[src/rtl/alu_pkg.sv]
// Shared definitions for the ALU dispatch block: widths, opcodes, FSM states
// and the packed command layout stored in the command FIFO.
package alu_pkg;

  localparam int DATA_W = 12;
  localparam int OP_W   = 3;
  localparam int CMD_W  = 2 * DATA_W + OP_W;

  typedef enum logic [OP_W-1:0] {
    OP_ADD    = 3'b000,
    OP_SUB    = 3'b001,
    OP_MUL    = 3'b010,
    OP_MAC    = 3'b011,
    OP_XNOR   = 3'b100,
    OP_RELU   = 3'b101,
    OP_MEAN   = 3'b110,
    OP_ABSMAX = 3'b111
  } alu_op_e;

  typedef enum logic [1:0] {
    ST_IDLE  = 2'd0,
    ST_ISSUE = 2'd1,
    ST_WAIT  = 2'd2,
    ST_HOLD  = 2'd3
  } state_e;

  typedef struct packed {
    logic [DATA_W-1:0] a;
    logic [DATA_W-1:0] b;
    logic [OP_W-1:0]   inst;
  } cmd_t;

endpackage

[src/rtl/alu_cmd_fifo.sv]
// Command FIFO for alu_dispatch: DEPTH entries of one packed command each,
// extra pointer MSB distinguishes full from empty.
module alu_cmd_fifo
  import alu_pkg::*;
#(
  parameter int DEPTH = 4
) (
  input  logic             i_clk,
  input  logic             i_rst_n,
  input  logic             i_push,
  input  logic [CMD_W-1:0] i_data,
  input  logic             i_pop,
  output logic [CMD_W-1:0] o_data,
  output logic             o_full,
  output logic             o_empty
);

  localparam int AW = $clog2(DEPTH);

  logic [AW:0]      wrPtr_q, wrPtr_d;
  logic [AW:0]      rdPtr_q, rdPtr_d;
  logic [CMD_W-1:0] mem_q [DEPTH];
  logic             doPush;
  logic             doPop;

  assign o_empty = (wrPtr_q == rdPtr_q);
  assign o_full  = (wrPtr_q[AW-1:0] == rdPtr_q[AW-1:0]) && (wrPtr_q[AW] != rdPtr_q[AW]);
  assign doPop   = i_pop && !o_empty;
  // A full FIFO still takes a push when the head leaves in the same cycle.
  assign doPush  = i_push && (!o_full || doPop);
  assign o_data  = mem_q[rdPtr_q[AW-1:0]];

  always_comb begin
    wrPtr_d = wrPtr_q;
    rdPtr_d = rdPtr_q;
    if (doPush) wrPtr_d = wrPtr_q + (AW+1)'(1);
    if (doPop)  rdPtr_d = rdPtr_q + (AW+1)'(1);
  end

  always_ff @(posedge i_clk or negedge i_rst_n) begin
    if (!i_rst_n) begin
      wrPtr_q <= '0;
      rdPtr_q <= '0;
    end else begin
      wrPtr_q <= wrPtr_d;
      rdPtr_q <= rdPtr_d;
    end
  end

  always_ff @(posedge i_clk) begin
    if (doPush) mem_q[wrPtr_q[AW-1:0]] <= i_data;
  end

endmodule

[src/rtl/alu_dispatch.sv]
// Buffers ALU commands, issues one at a time to an external ALU, waits for
// the reply (or a timeout) and holds the result until downstream takes it.
module alu_dispatch
  import alu_pkg::*;
#(
  parameter int DEPTH   = 4,
  parameter int TIMEOUT = 4
) (
  input  logic              i_clk,
  input  logic              i_rst_n,
  input  logic              i_cmd_valid,
  output logic              o_cmd_ready,
  input  logic [DATA_W-1:0] i_cmd_a,
  input  logic [DATA_W-1:0] i_cmd_b,
  input  logic [OP_W-1:0]   i_cmd_inst,
  output logic              o_alu_valid,
  output logic [DATA_W-1:0] o_alu_a,
  output logic [DATA_W-1:0] o_alu_b,
  output logic [OP_W-1:0]   o_alu_inst,
  input  logic              i_alu_valid,
  input  logic [DATA_W-1:0] i_alu_data,
  input  logic              i_alu_overflow,
  output logic              o_res_valid,
  input  logic              i_res_ready,
  output logic [DATA_W-1:0] o_res_data,
  output logic              o_res_overflow,
  output logic [OP_W-1:0]   o_res_inst,
  output logic              o_res_timeout
);

  localparam int              CNT_W    = $clog2(TIMEOUT + 1);
  localparam logic [CNT_W-1:0] CNT_LAST = CNT_W'(TIMEOUT - 1);

  state_e            state_q, state_d;
  logic [CNT_W-1:0]  cnt_q, cnt_d;
  logic [DATA_W-1:0] aluA_q, aluA_d;
  logic [DATA_W-1:0] aluB_q, aluB_d;
  logic [OP_W-1:0]   aluInst_q, aluInst_d;
  logic [DATA_W-1:0] resData_q, resData_d;
  logic              resOvf_q, resOvf_d;
  logic [OP_W-1:0]   resInst_q, resInst_d;
  logic              resTimeout_q, resTimeout_d;

  logic              fifoPush;
  logic              fifoPop;
  logic              fifoFull;
  logic              fifoEmpty;
  logic [CMD_W-1:0]  fifoData;
  cmd_t              head;

  assign head = cmd_t'(fifoData);

  // The slot freed by a same-cycle pop can be refilled, so ready covers it.
  assign o_cmd_ready = !fifoFull || fifoPop;
  assign fifoPush    = i_cmd_valid && o_cmd_ready;

  alu_cmd_fifo #(.DEPTH(DEPTH)) u_fifo (
    .i_clk   (i_clk),
    .i_rst_n (i_rst_n),
    .i_push  (fifoPush),
    .i_data  ({i_cmd_a, i_cmd_b, i_cmd_inst}),
    .i_pop   (fifoPop),
    .o_data  (fifoData),
    .o_full  (fifoFull),
    .o_empty (fifoEmpty)
  );

  always_comb begin
    state_d      = state_q;
    cnt_d        = cnt_q;
    aluA_d       = aluA_q;
    aluB_d       = aluB_q;
    aluInst_d    = aluInst_q;
    resData_d    = resData_q;
    resOvf_d     = resOvf_q;
    resInst_d    = resInst_q;
    resTimeout_d = resTimeout_q;
    fifoPop      = 1'b0;

    case (state_q)
      ST_IDLE: begin
        if (!fifoEmpty) begin
          fifoPop   = 1'b1;
          aluA_d    = head.a;
          aluB_d    = head.b;
          aluInst_d = head.inst;
          state_d   = ST_ISSUE;
        end
      end
      ST_ISSUE: begin
        cnt_d   = '0;
        state_d = ST_WAIT;
      end
      ST_WAIT: begin
        if (i_alu_valid) begin
          resData_d    = i_alu_data;
          resOvf_d     = i_alu_overflow;
          resInst_d    = aluInst_q;
          resTimeout_d = 1'b0;
          cnt_d        = '0;
          state_d      = ST_HOLD;
        end else if (cnt_q == CNT_LAST) begin
          resData_d    = '0;
          resOvf_d     = 1'b0;
          resInst_d    = aluInst_q;
          resTimeout_d = 1'b1;
          cnt_d        = '0;
          state_d      = ST_HOLD;
        end else begin
          cnt_d = cnt_q + CNT_W'(1);
        end
      end
      ST_HOLD: begin
        if (i_res_ready) begin
          if (!fifoEmpty) begin
            fifoPop   = 1'b1;
            aluA_d    = head.a;
            aluB_d    = head.b;
            aluInst_d = head.inst;
            state_d   = ST_ISSUE;
          end else begin
            state_d = ST_IDLE;
          end
        end
      end
      default: state_d = ST_IDLE;
    endcase
  end

  always_ff @(posedge i_clk or negedge i_rst_n) begin
    if (!i_rst_n) begin
      state_q      <= ST_IDLE;
      cnt_q        <= '0;
      aluA_q       <= '0;
      aluB_q       <= '0;
      aluInst_q    <= '0;
      resData_q    <= '0;
      resOvf_q     <= 1'b0;
      resInst_q    <= '0;
      resTimeout_q <= 1'b0;
    end else begin
      state_q      <= state_d;
      cnt_q        <= cnt_d;
      aluA_q       <= aluA_d;
      aluB_q       <= aluB_d;
      aluInst_q    <= aluInst_d;
      resData_q    <= resData_d;
      resOvf_q     <= resOvf_d;
      resInst_q    <= resInst_d;
      resTimeout_q <= resTimeout_d;
    end
  end

  assign o_alu_valid    = (state_q == ST_ISSUE);
  assign o_alu_a        = aluA_q;
  assign o_alu_b        = aluB_q;
  assign o_alu_inst     = aluInst_q;
  assign o_res_valid    = (state_q == ST_HOLD);
  assign o_res_data     = resData_q;
  assign o_res_overflow = resOvf_q;
  assign o_res_inst     = resInst_q;
  assign o_res_timeout  = resTimeout_q;

endmodule

[config.mk]
export PLATFORM = sky130hd
export DESIGN_NAME = alu_dispatch
export DESIGN_NICKNAME = d
export VERILOG_FILES = /design/src/rtl/alu_pkg.sv /design/src/rtl/alu_cmd_fifo.sv /design/src/rtl/alu_dispatch.sv
export SDC_FILE = /design/constraint.sdc
export NUM_CORES = 1
export LEC_CHECK = 0
export ABC_AREA = 1
export BUFFER_PORTS_ARGS = -buffer_cell sky130_fd_sc_hd__buf_2
export CAP_MARGIN = 20
export CORE_UTILIZATION = 61
export DETAILED_ROUTE_END_ITERATION = 6
export GPL_ROUTABILITY_DRIVEN = 0
export PLACE_DENSITY = 0.86
export SKIP_CTS_REPAIR_TIMING = 1
export SLEW_MARGIN = 20
export SYNTH_ARGS = -nofsm -noshare
export SYNTH_HDL_FRONTEND = slang
export SYNTH_SLANG_ARGS = --single-unit
[constraint.sdc]
create_clock -name i_clk -period 4.2 [get_ports i_clk]
set_clock_uncertainty 0.05 [all_clocks]
set_input_delay 0.42 -clock i_clk [delete_from_list [all_inputs] [get_ports i_clk]]
set_output_delay 0.42 -clock i_clk [all_outputs]
set_load 0.03 [all_outputs]
==> results of run 1 <==
-- registers in the layout (all words and copies together) (netlist names) --
| register | count |
|---|---|
| o_res_overflow | 1 |
| o_res_data | 12 |
| u_fifo.wrPtr_q | 3 |
| state_q | 2 |
| o_alu_inst | 3 |
| u_fifo.rdPtr_q | 3 |
| o_res_timeout | 1 |
| u_fifo.mem_q | 108 |
| o_alu_b | 12 |
| o_res_inst | 3 |
| cnt_q | 3 |
| o_alu_a | 12 |
-- per-layer routing --
| metal | vias up | GRT usage (%) | wire (um) |
|---|---|---|---|
| li1 | 1998 | - | - |
| met1 | 2062 | 30.6 | 5220 |
| met2 | 195 | 39.9 | 6450 |
| met3 | 23 | 6.37 | 901 |
| met4 | 0 | 12.7 | 247 |
| met5 | - | 0 | 0 |
-- synth_stat cells, drive strengths merged --
cell / number
dfrtp: 55
nand4: 1
ha: 11
o22ai: 27
a21oi: 4
o211ai: 1
inv: 49
clkbuf: 9
nor3: 1
nor2: 67
xor2: 3
nand3b: 1
a22o: 13
edfxtp: 108
nand2: 64
o21ai: 83
nand3: 9
buf: 16
-- through the flow --
stage,utilization [%],power [W],instance area [um2],instances
after floorplan,-,0.00449,6510,522
after global placement,68.3,0.00493,7050,728
after detailed placement,68.3,0.00508,7050,728
after CTS,73.5,0.00647,7580,760
after global routing,73.6,0.00682,7590,761
final,73.6,0.00644,7590,761
-- critical path, delay by kind of cell (launching register included) --
family,cells,cell delay [ns]
buf+inv,3,1.10
simple gates,5,0.56
flops,1,0.36
-- layout by cell type, fill, tap and decap left out, types with 4 or more instances in the layout --
cell / n
clkbuf_16: 16
nor2_1: 63
inv_1: 46
o21ai_0: 55
o21ai_2: 21
o22ai_1: 27
edfxtp_1: 108
buf_2: 91
ha_1: 11
nor2_4: 4
dfrtp_1: 54
buf_4: 4
a22o_1: 13
nand2_2: 4
nand2_1: 60
nand3_1: 8
o21ai_1: 7
-- cell type report --
class | instances | area [um2] | area share, %
Multi-Input combinational cell | 285 | 1590 | 21.0
Clock buffer | 22 | 453 | 5.96
Inverter | 49 | 184 | 2.42
Clock inverter | 10 | 77.6 | 1.02
Sequential cell | 163 | 4620 | 60.9
Tap cell | 136 | 170 | 2.24
Timing Repair Buffer | 96 | 495 | 6.52
-- where the power goes --
part	internal, W	switching, W	total [W]
Combinational	0.000779	0.00186	0.00264
Sequential	0.00223	0.000197	0.00242
Clock	0.000763	0.000609	0.00137
-- worst paths after layout --
path,start,end,slack [ns],depth (start not counted)
max in group asynchronous,i_rst_n,o_alu_inst[0]$_DFFE_PN0P_,2.92,3
worst min register to register,o_alu_a[0]$_DFFE_PN0P_,o_alu_a[0]$_DFFE_PN0P_,0.43,2
worst max-delay path,u_fifo.rdPtr_q[1]$_DFFE_PN0P_,o_cmd_ready,1.17,8
worst max register to register,u_fifo.rdPtr_q[0]$_DFFE_PN0P_,u_fifo.mem_q[3][6]$_DFFE_PP_,1.18,10
worst min-delay path,i_cmd_b[11],u_fifo.mem_q[3][14]$_DFFE_PP_,0.06,1
min in group asynchronous,i_rst_n,state_q[1]$_DFFE_PN0P_,0.34,2
-- logic make-up (layout without fill, tap and decap cells) --
logic type                 after synthesis  after routing  synth area share [%]
DFF                                    163            163                  70.9
and+or+nand+nor                        143            143                  9.07
AOI/OAI and AO/OA                      128            128                  12.4
buffers and inverters                   74            177                  5.09
adders and majority gates               11             11                  2.11
xor gates and xnor gates                 3              3                 0.403
==> flow_summary.toml, run 1 <==
[outcome]
status = "complete, no violations"

[placed_design]
port_buffers = 91
dp_slack_ns = 1.23
dpl.hpwl_um = 7840

[routing]
viasPerCell = 5.62
dr.pass1.iters = 5
detail-route-antenna-nets = 0
wl_per_cell_um = 16.9
remaining_drc_errors = 0
routed_wl_um = 12800
vias = 4278
drt_iter0_markers = 352

[die]
dieArea_um2 = 11100
die_width_um = 105
std_cell_rows = 37
initial_utilization_pct = 63.1
io_pins = 92
die_y_um = 105
coreArea_um2 = 10300

[logic_synthesis]
yosysTopAreaCell = "edfxtp_1"
ys_types = 27
ys_seq_area_share_pct = 70.9
synth_top_cell_area_share_pct = 49.8
syn_avg_cell_area_um2 = 12.5
synth.area.top_cells = "edfxtp_1 50%, dfrtp_1 21%, o21ai_0 4.2%, nor2_1 3.9%, nand2_1 3.5%"
synth_warnings = 0
ys_ff_latch = 163
synthCells = 522
syn_area_um2 = 6510
syn_nets = 578

[timing]
fin_ws_ns = 1.17
finalHoldViolCount = 0
final.period_utilization_pct = 72.2
drv_slew = 0
rsz0062_at_grt = "false"
clock.fmax_mhz = 330
slew_headroom_pct = 41.6
hold_ws_ns = 0.0567
fin_setup_tns_ns = 0
tightest_slew_ns = 0.874
setup_violations = 0
fin_crit_ns = 3.03

[clock_network]
clk_pin_slew_ns = 0.07
insertion_delay_ns = 0.53
numCtsBuffers = 17
cts_root_buf = "clkbuf_8"
clk_path_buf_depth = 2
clock_sinks = 163
cts_max_level = 4
cts_tree = "done"

[layout]
area_delta_synth_final_pct = 16.6
antenna_cells = 0
nFillCells = 634
final_nets = 668
layout-drive-gt1-share_pct = 25.4

[global_route]
grt_pass1_vias = 4156
grt.overflow.total = 0
antenna_found_initial = 0
grt_max_degree = 58
grt.total_usage_pct = 24.6
grt_pass1_wl_um = 20200

[critical_path]
cpMaxStageDelayCell = "inv_1"
critPathRequiredTime_ns = 3.73
path_common_cell = "nand2_1"
cp_max_fo = 30
critPathKind = "flip-flop to output port"
cp.arrival_ns = 2.56
worst_setup_path_end_kind = "output port"
cp_slowest_stage_delay_ns = 0.67
startpoint_type = "flip-flop"
crit_chain = "buf_4, inv_1, nand2_1, nand2_2, nand2_1, nor2_1, nand2_1, buf_2"

[min_path]
hp-class = "primary input to flip-flop"

[power]
ir_worst_vdd_mv = 0.519
p_per_area_nw_per_um2 = 848
p_leak_nw = 3.19

[job]
max_cap_violations = 0
Note: power is estimated with default switching activity, not from simulation.
==> inputs of run 2 (changes only) <==
--- a/config.mk
+++ b/config.mk
@@ -5,13 +5,13 @@
 export SDC_FILE = /design/constraint.sdc
 export NUM_CORES = 1
 export LEC_CHECK = 0
-export ABC_AREA = 1
+export ABC_AREA = 0
 export BUFFER_PORTS_ARGS = -buffer_cell sky130_fd_sc_hd__buf_2
 export CAP_MARGIN = 20
-export CORE_UTILIZATION = 61
+export CORE_UTILIZATION = 57
 export DETAILED_ROUTE_END_ITERATION = 6
 export GPL_ROUTABILITY_DRIVEN = 0
-export PLACE_DENSITY = 0.86
+export PLACE_DENSITY = 0.82
 export SKIP_CTS_REPAIR_TIMING = 1
 export SLEW_MARGIN = 20
 export SYNTH_ARGS = -nofsm -noshare
==> constraint.sdc (replaced) <==
create_clock -name i_clk -period 3.1 [get_ports i_clk]
set_clock_uncertainty 0.05 [all_clocks]
set_input_delay 0.31 -clock i_clk [delete_from_list [all_inputs] [get_ports i_clk]]
set_output_delay 0.31 -clock i_clk [all_outputs]
set_load 0.03 [all_outputs]
==> flow_summary.toml, run 2 <==
[die]
coreArea_um2 = 10900
die_y_um = 108
std_cell_rows = 38
io_pins = 92
initial_utilization_pct = 58.7
die_width_um = 108
dieArea_um2 = 11600

[logic_synthesis]
synth_top_cell_area_share_pct = 50.7
synth.most_common_cell = "edfxtp_1"
ys_ff_latch = 163
synthCells = 334
ys_types = 35
synth_fa_ha_area_share_pct = 2.15
ys_async_sr_fraction_pct = 33.7
synth-xor-area-share_pct = 1.08
synth_mux_area_share_pct = 16.7
synth_top_flop_cell = "edfxtp_1"
syn_avg_cell_area_um2 = 19.1
synth_edf_count = 108
syn_nets = 390
synth_warnings = 0
synth_compound_area_share_pct = 1.25
ys_seq_area_share_pct = 72.3
synth_common_cells = "108 x edfxtp_1, 55 x dfrtp_1, 30 x nand2_1"
synthSimpleGateAreaFrac_pct = 4.50
yosysTopAreaCell = "edfxtp_1"
synth_top_family_by_area = "multiplexers"
synth.area.top_cells = "edfxtp_1 51%, dfrtp_1 22%, mux4_2 9.5%, mux2_4 4.7%, mux2_2 2.3%"
syn_area_um2 = 6390

[power]
p_leak_nw = 3.24
p_per_area_nw_per_um2 = 1140
ir_worst_vdd_mv = 0.757

[routing]
drt_iter0_markers = 172
viasPerCell = 5.54
wl_per_cell_um = 19.4
detail-route-antenna-nets = 0
dr.pass1.iters = 4
routed_wl_um = 12200
vias = 3490
remaining_drc_errors = 0

[critical_path]
cp.arrival_ns = 2.43
crit_chain = "inv_1, ha_1, nor2_1, or3_2, buf_2"
critPathRequiredTime_ns = 2.74
cp_slowest_stage_delay_ns = 0.49
cp_max_fo = 9
critical_path_buf_inv_count = 2
path_delay_family = "simple AND/OR/NAND/NOR gates"
worst_setup_path_end_kind = "output port"
critPathKind = "flip-flop to output port"
cpMaxStageDelayCell = "or3_2"
startpoint_type = "flip-flop"

[layout]
area_delta_synth_final_pct = 25.2
antenna_cells = 0
final_common_cell = "edfxtp_1"
design_area_um2 = 8000
layout-drive-gt1-share_pct = 40.0
final_cell_mix = "108 x edfxtp_1, 91 x buf_2, 54 x dfrtp_1"
largest_reg_flops = 108
final_nets = 534

[placed_design]
dp_slack_ns = 0.638
placed_area_um2 = 6980
dpl.hpwl_um = 7000
port_buffers = 91

[job]
max_cap_violations = 0

[global_route]
antenna_found_initial = 0
grt_pass1_wl_um = 18400
grt.total_usage_pct = 22.5
grt_pass1_vias = 3457
grt.overflow.total = 0
grt_max_degree = 36

[clock_network]
cts_max_level = 4
clock_sinks = 163
cts_root_buf = "clkbuf_8"
clk_path_buf_depth = 2
numCtsBuffers = 17
clk_pin_slew_ns = 0.06
insertion_delay_ns = 0.53
cts_tree = "done"

[timing]
fin_setup_tns_ns = 0
tightest_slew_ns = 0.707
final.period_utilization_pct = 89.9
fin_crit_ns = 2.79
clock.fmax_mhz = 359
finalHoldViolCount = 0
slew_headroom_pct = 52.9
fin_ws_ns = 0.315
rsz0062_at_grt = "false"
drv_slew = 0
setup_violations = 0

[outcome]
status = "complete, no violations"

[min_path]
hp-class = "primary input to flip-flop"
==> run 2: changes by cell type after synthesis, moves of 5 or more <==
cell | before | now
a22o_1 | 13 | 0
buf_2 | 8 | 2
inv_1 | 46 | 6
mux2_2 | 0 | 13
mux2_4 | 0 | 20
mux4_2 | 0 | 27
nand2_1 | 60 | 30
nand3_1 | 8 | 14
nor2_1 | 67 | 3
o21ai_0 | 55 | 4
o21ai_1 | 7 | 1
o21ai_2 | 21 | 0
o22ai_1 | 27 | 0
xnor2_1 | 0 | 5
==> run 2: worst paths after layout <==
kind,from,to,slack [ns],cells past startpoint
setup / recovery,state_q[0]$_DFFE_PN0P_,o_cmd_ready,0.31,5
hold / removal,i_alu_data[11],o_res_data[11]$_DFFE_PN0P_,0.02,3
setup reg to reg,state_q[0]$_DFFE_PN0P_,u_fifo.mem_q[3][8]$_DFFE_PP_,0.54,6
hold reg to reg,o_res_data[5]$_DFFE_PN0P_,o_res_data[5]$_DFFE_PN0P_,0.42,2
max in group asynchronous,i_rst_n,u_fifo.rdPtr_q[0]$_DFFE_PN0P_,1.84,3
min in group asynchronous,i_rst_n,o_res_data[9]$_DFFE_PN0P_,0.26,2
==> run 2: cells by family after synthesis <==
group | count (synthesis)
AO/OA/AOI/OAI | 12
multiplexers | 61
XOR/XNOR | 7
buffers and inverters | 20
flip-flops | 163
adder cells (fa/ha/maj) | 11
AND/OR/NAND/NOR | 60
==> run 2: per-layer routing <==
layer	up-vias	track usage [%]	routed length, um
met5	-	0	0
met4	0	6.75	74
met1	1788	27.3	4810
met2	134	37.7	6710
met3	8	8.17	641
li1	1560	-	-
==> run 2: tightest hold or removal path: stages <==
cell     delay [ns]
buf_2          0.08
nand3_1        0.08
nand2_1        0.08
==> run 2: area by class of cell <==
type                            count  area [um2]
Timing Repair Buffer              139         916
Sequential cell                   163        4620
Inverter                            6        22.5
Tap cell                          140         175
Multi-Input combinational cell    151        1650
Fill cell                         635        2880
Clock inverter                     10         171
Clock buffer                       21         449
==> run 2: metrics by stage <==
step	power [W]	cells	util [%]	hold slack [ns]
floorplan	0.00622	334	-	-0.0356
global placement	0.00683	559	64.1	0.254
detailed placement	0.00695	559	64.1	0.274
CTS	0.00918	590	69.8	-0.295
global route	0.00960	630	73.5	0.0226
finish	0.00913	630	73.5	0.0198
==> run 2: report_power, final <==
| group | total, W | internal, W | switching (W) |
|---|---|---|---|
| Sequential | 0.00337 | 0.00307 | 0.000304 |
| Clock | 0.00217 | 0.00136 | 0.000814 |
| Combinational | 0.00359 | 0.00161 | 0.00198 |
==> inputs of run 3 (changes only) <==
--- a/config.mk
+++ b/config.mk
@@ -6,12 +6,13 @@
 export NUM_CORES = 1
 export LEC_CHECK = 0
 export ABC_AREA = 0
+export ABC_CLOCK_PERIOD_IN_PS = 3100
 export BUFFER_PORTS_ARGS = -buffer_cell sky130_fd_sc_hd__buf_2
 export CAP_MARGIN = 20
-export CORE_UTILIZATION = 57
+export CORE_UTILIZATION = 55
 export DETAILED_ROUTE_END_ITERATION = 6
 export GPL_ROUTABILITY_DRIVEN = 0
-export PLACE_DENSITY = 0.82
+export PLACE_DENSITY = 0.79
 export SKIP_CTS_REPAIR_TIMING = 1
 export SLEW_MARGIN = 20
 export SYNTH_ARGS = -nofsm -noshare
==> flow_summary.toml, run 3 (same netlist as run 2, synthesis figures left out) <==
[power]
power_frac_comb_pct = 39.2
seqPwrFrac_pct = 37.2
power.switching_w = 0.00304
p_sw_share_pct = 33.6
internal_power_w = 0.00602
p_leak_nw = 3.08
p_per_area_nw_per_um2 = 1190
ir_worst_vdd_mv = 0.648
p_clk_share_pct = 23.6

[critical_path]
r2r_cells = 6
reg2reg_slack_ns = 0.33
cp_max_fo = 17
endpoint = "u_fifo.mem_q[1][5]$_DFFE_PP_"
cpMaxStageDelayCell = "and2_1"
r2r_start = "state_q[0]$_DFFE_PN0P_"
cp_slowest_stage_delay_ns = 0.52
r2r-end = "u_fifo.mem_q[1][5]$_DFFE_PP_"
critPathRequiredTime_ns = 3.15
startpoint_type = "flip-flop"
worst_setup_path_end_kind = "flip-flop"
critical_path_buf_inv_count = 2
crit_chain = "inv_1, ha_1, nor2_1, o31a_2, and2_1, buf_4"
critPathLaunch = "state_q[0]$_DFFE_PN0P_"
cp.arrival_ns = 2.82
critical_path_depth = 6
path_delay_family = "simple AND/OR/NAND/NOR gates"
critPathKind = "flip-flop to flip-flop"

[die]
std_cell_rows = 38
io_pins = 92
die_y_um = 110
initial_utilization_pct = 57.7
coreArea_um2 = 11100
dieArea_um2 = 12100
die_width_um = 110

[timing]
fin_setup_tns_ns = 0
drv_slew = 0
setup_violations = 0
clock.fmax_mhz = 360
fin_crit_ns = 2.77
rsz0062_at_grt = "false"
finalHoldViolCount = 0
tightest_slew_ns = 0.686
final.period_utilization_pct = 89.5
slew_headroom_pct = 53.9
hold_ws_ns = 0.0528

[layout]
final_cell_mix = "108 x edfxtp_1, 90 x buf_2, 54 x dfrtp_1"
largest_reg_flops = 108
area_delta_synth_final_pct = 19.3
nFillCells = 711
final_nets = 497
antenna_cells = 0
fin_cells = 594
layout-drive-gt1-share_pct = 43.2
final_common_cell = "edfxtp_1"

[global_route]
grt.overflow.total = 0
grt_max_degree = 48
antenna_found_initial = 0
grt_pass1_wl_um = 17300
grt.total_usage_pct = 21.0
grt_pass1_vias = 3309

[clock_network]
clock_sinks = 163
clk_pin_slew_ns = 0.06
cts_root_buf = "clkbuf_16"
numCtsBuffers = 17
insertion_delay_ns = 0.42
clk_path_buf_depth = 2
cts_max_level = 4
cts_tree = "done"

[routing]
detail-route-antenna-nets = 0
viasPerCell = 5.51
vias = 3270
drt_iter0_markers = 177
remaining_drc_errors = 0
wl_per_cell_um = 19.2
dr.pass1.iters = 4
routed_wl_um = 11400

[placed_design]
dpl.hpwl_um = 7090
port_buffers = 91
dpl.cell_count = 561

[job]
max_cap_violations = 0

[min_path]
whs_path_depth = 1
hp-class = "primary input to flip-flop"

[outcome]
status = "complete, no violations"
## run 3: layout make-up
class,count,area (um2),share of cell area (%)
sequential,163,4620,60.6
clock buffer,23,489,6.42
inverter,6,22.5,0.295
timing repair buffer,102,543,7.12
tap,140,175,2.30
multi-input combinational,151,1650,21.6
clock inverter,9,128,1.67
## run 3: worst min-delay path by stage
stage / to / slack (ns) / from
4_1_cts: u_fifo.mem_q[2][8]$_DFFE_PP_ / 0.04 / i_cmd_b[5]
6_report: u_fifo.mem_q[1][12]$_DFFE_PP_ / 0.05 / i_cmd_b[9]
3_5_place_dp: o_res_data[5]$_DFFE_PN0P_ / 0.41 / o_res_data[5]$_DFFE_PN0P_
3_3_place_gp: o_res_overflow$_DFFE_PN0P_ / 0.39 / o_res_overflow$_DFFE_PN0P_
5_1_grt: u_fifo.mem_q[2][8]$_DFFE_PP_ / 0.05 / i_cmd_b[5]
2_1_floorplan: cnt_q[0]$_DFFE_PN0P_ / -0.04 / i_rst_n
## run 3: power by group through the flow
stage | combinational (W) | sequential, W | clock [W]
after floorplan | 0.00230 | 0.00391 | 0
after global placement | 0.00351 | 0.00336 | 0
after detailed placement | 0.00358 | 0.00340 | 0
after CTS | 0.00360 | 0.00338 | 0.00218
after global routing | 0.00382 | 0.00344 | 0.00226
final | 0.00355 | 0.00337 | 0.00214
## run 3: per-stage QoR
stage	power (W)	setup WS, ns	util, %	instance area (um2)
final	0.00906	0.326	68.8	7620
after global routing	0.00952	0.0542	68.8	7620
after CTS	0.00916	0.301	68.7	7610
after detailed placement	0.00698	0.357	63.1	6990
after global placement	0.00687	0.483	63.1	6990
after floorplan	0.00622	0.658	-	6390
## run 3: routing by layer
metal	vias to the layer above	routed length, um	GRT usage [%]
met5	-	0	0
met3	19	558	5.81
met1	1665	4760	25.8
met2	100	5850	34.6
li1	1486	-	-
met4	0	214	9.62
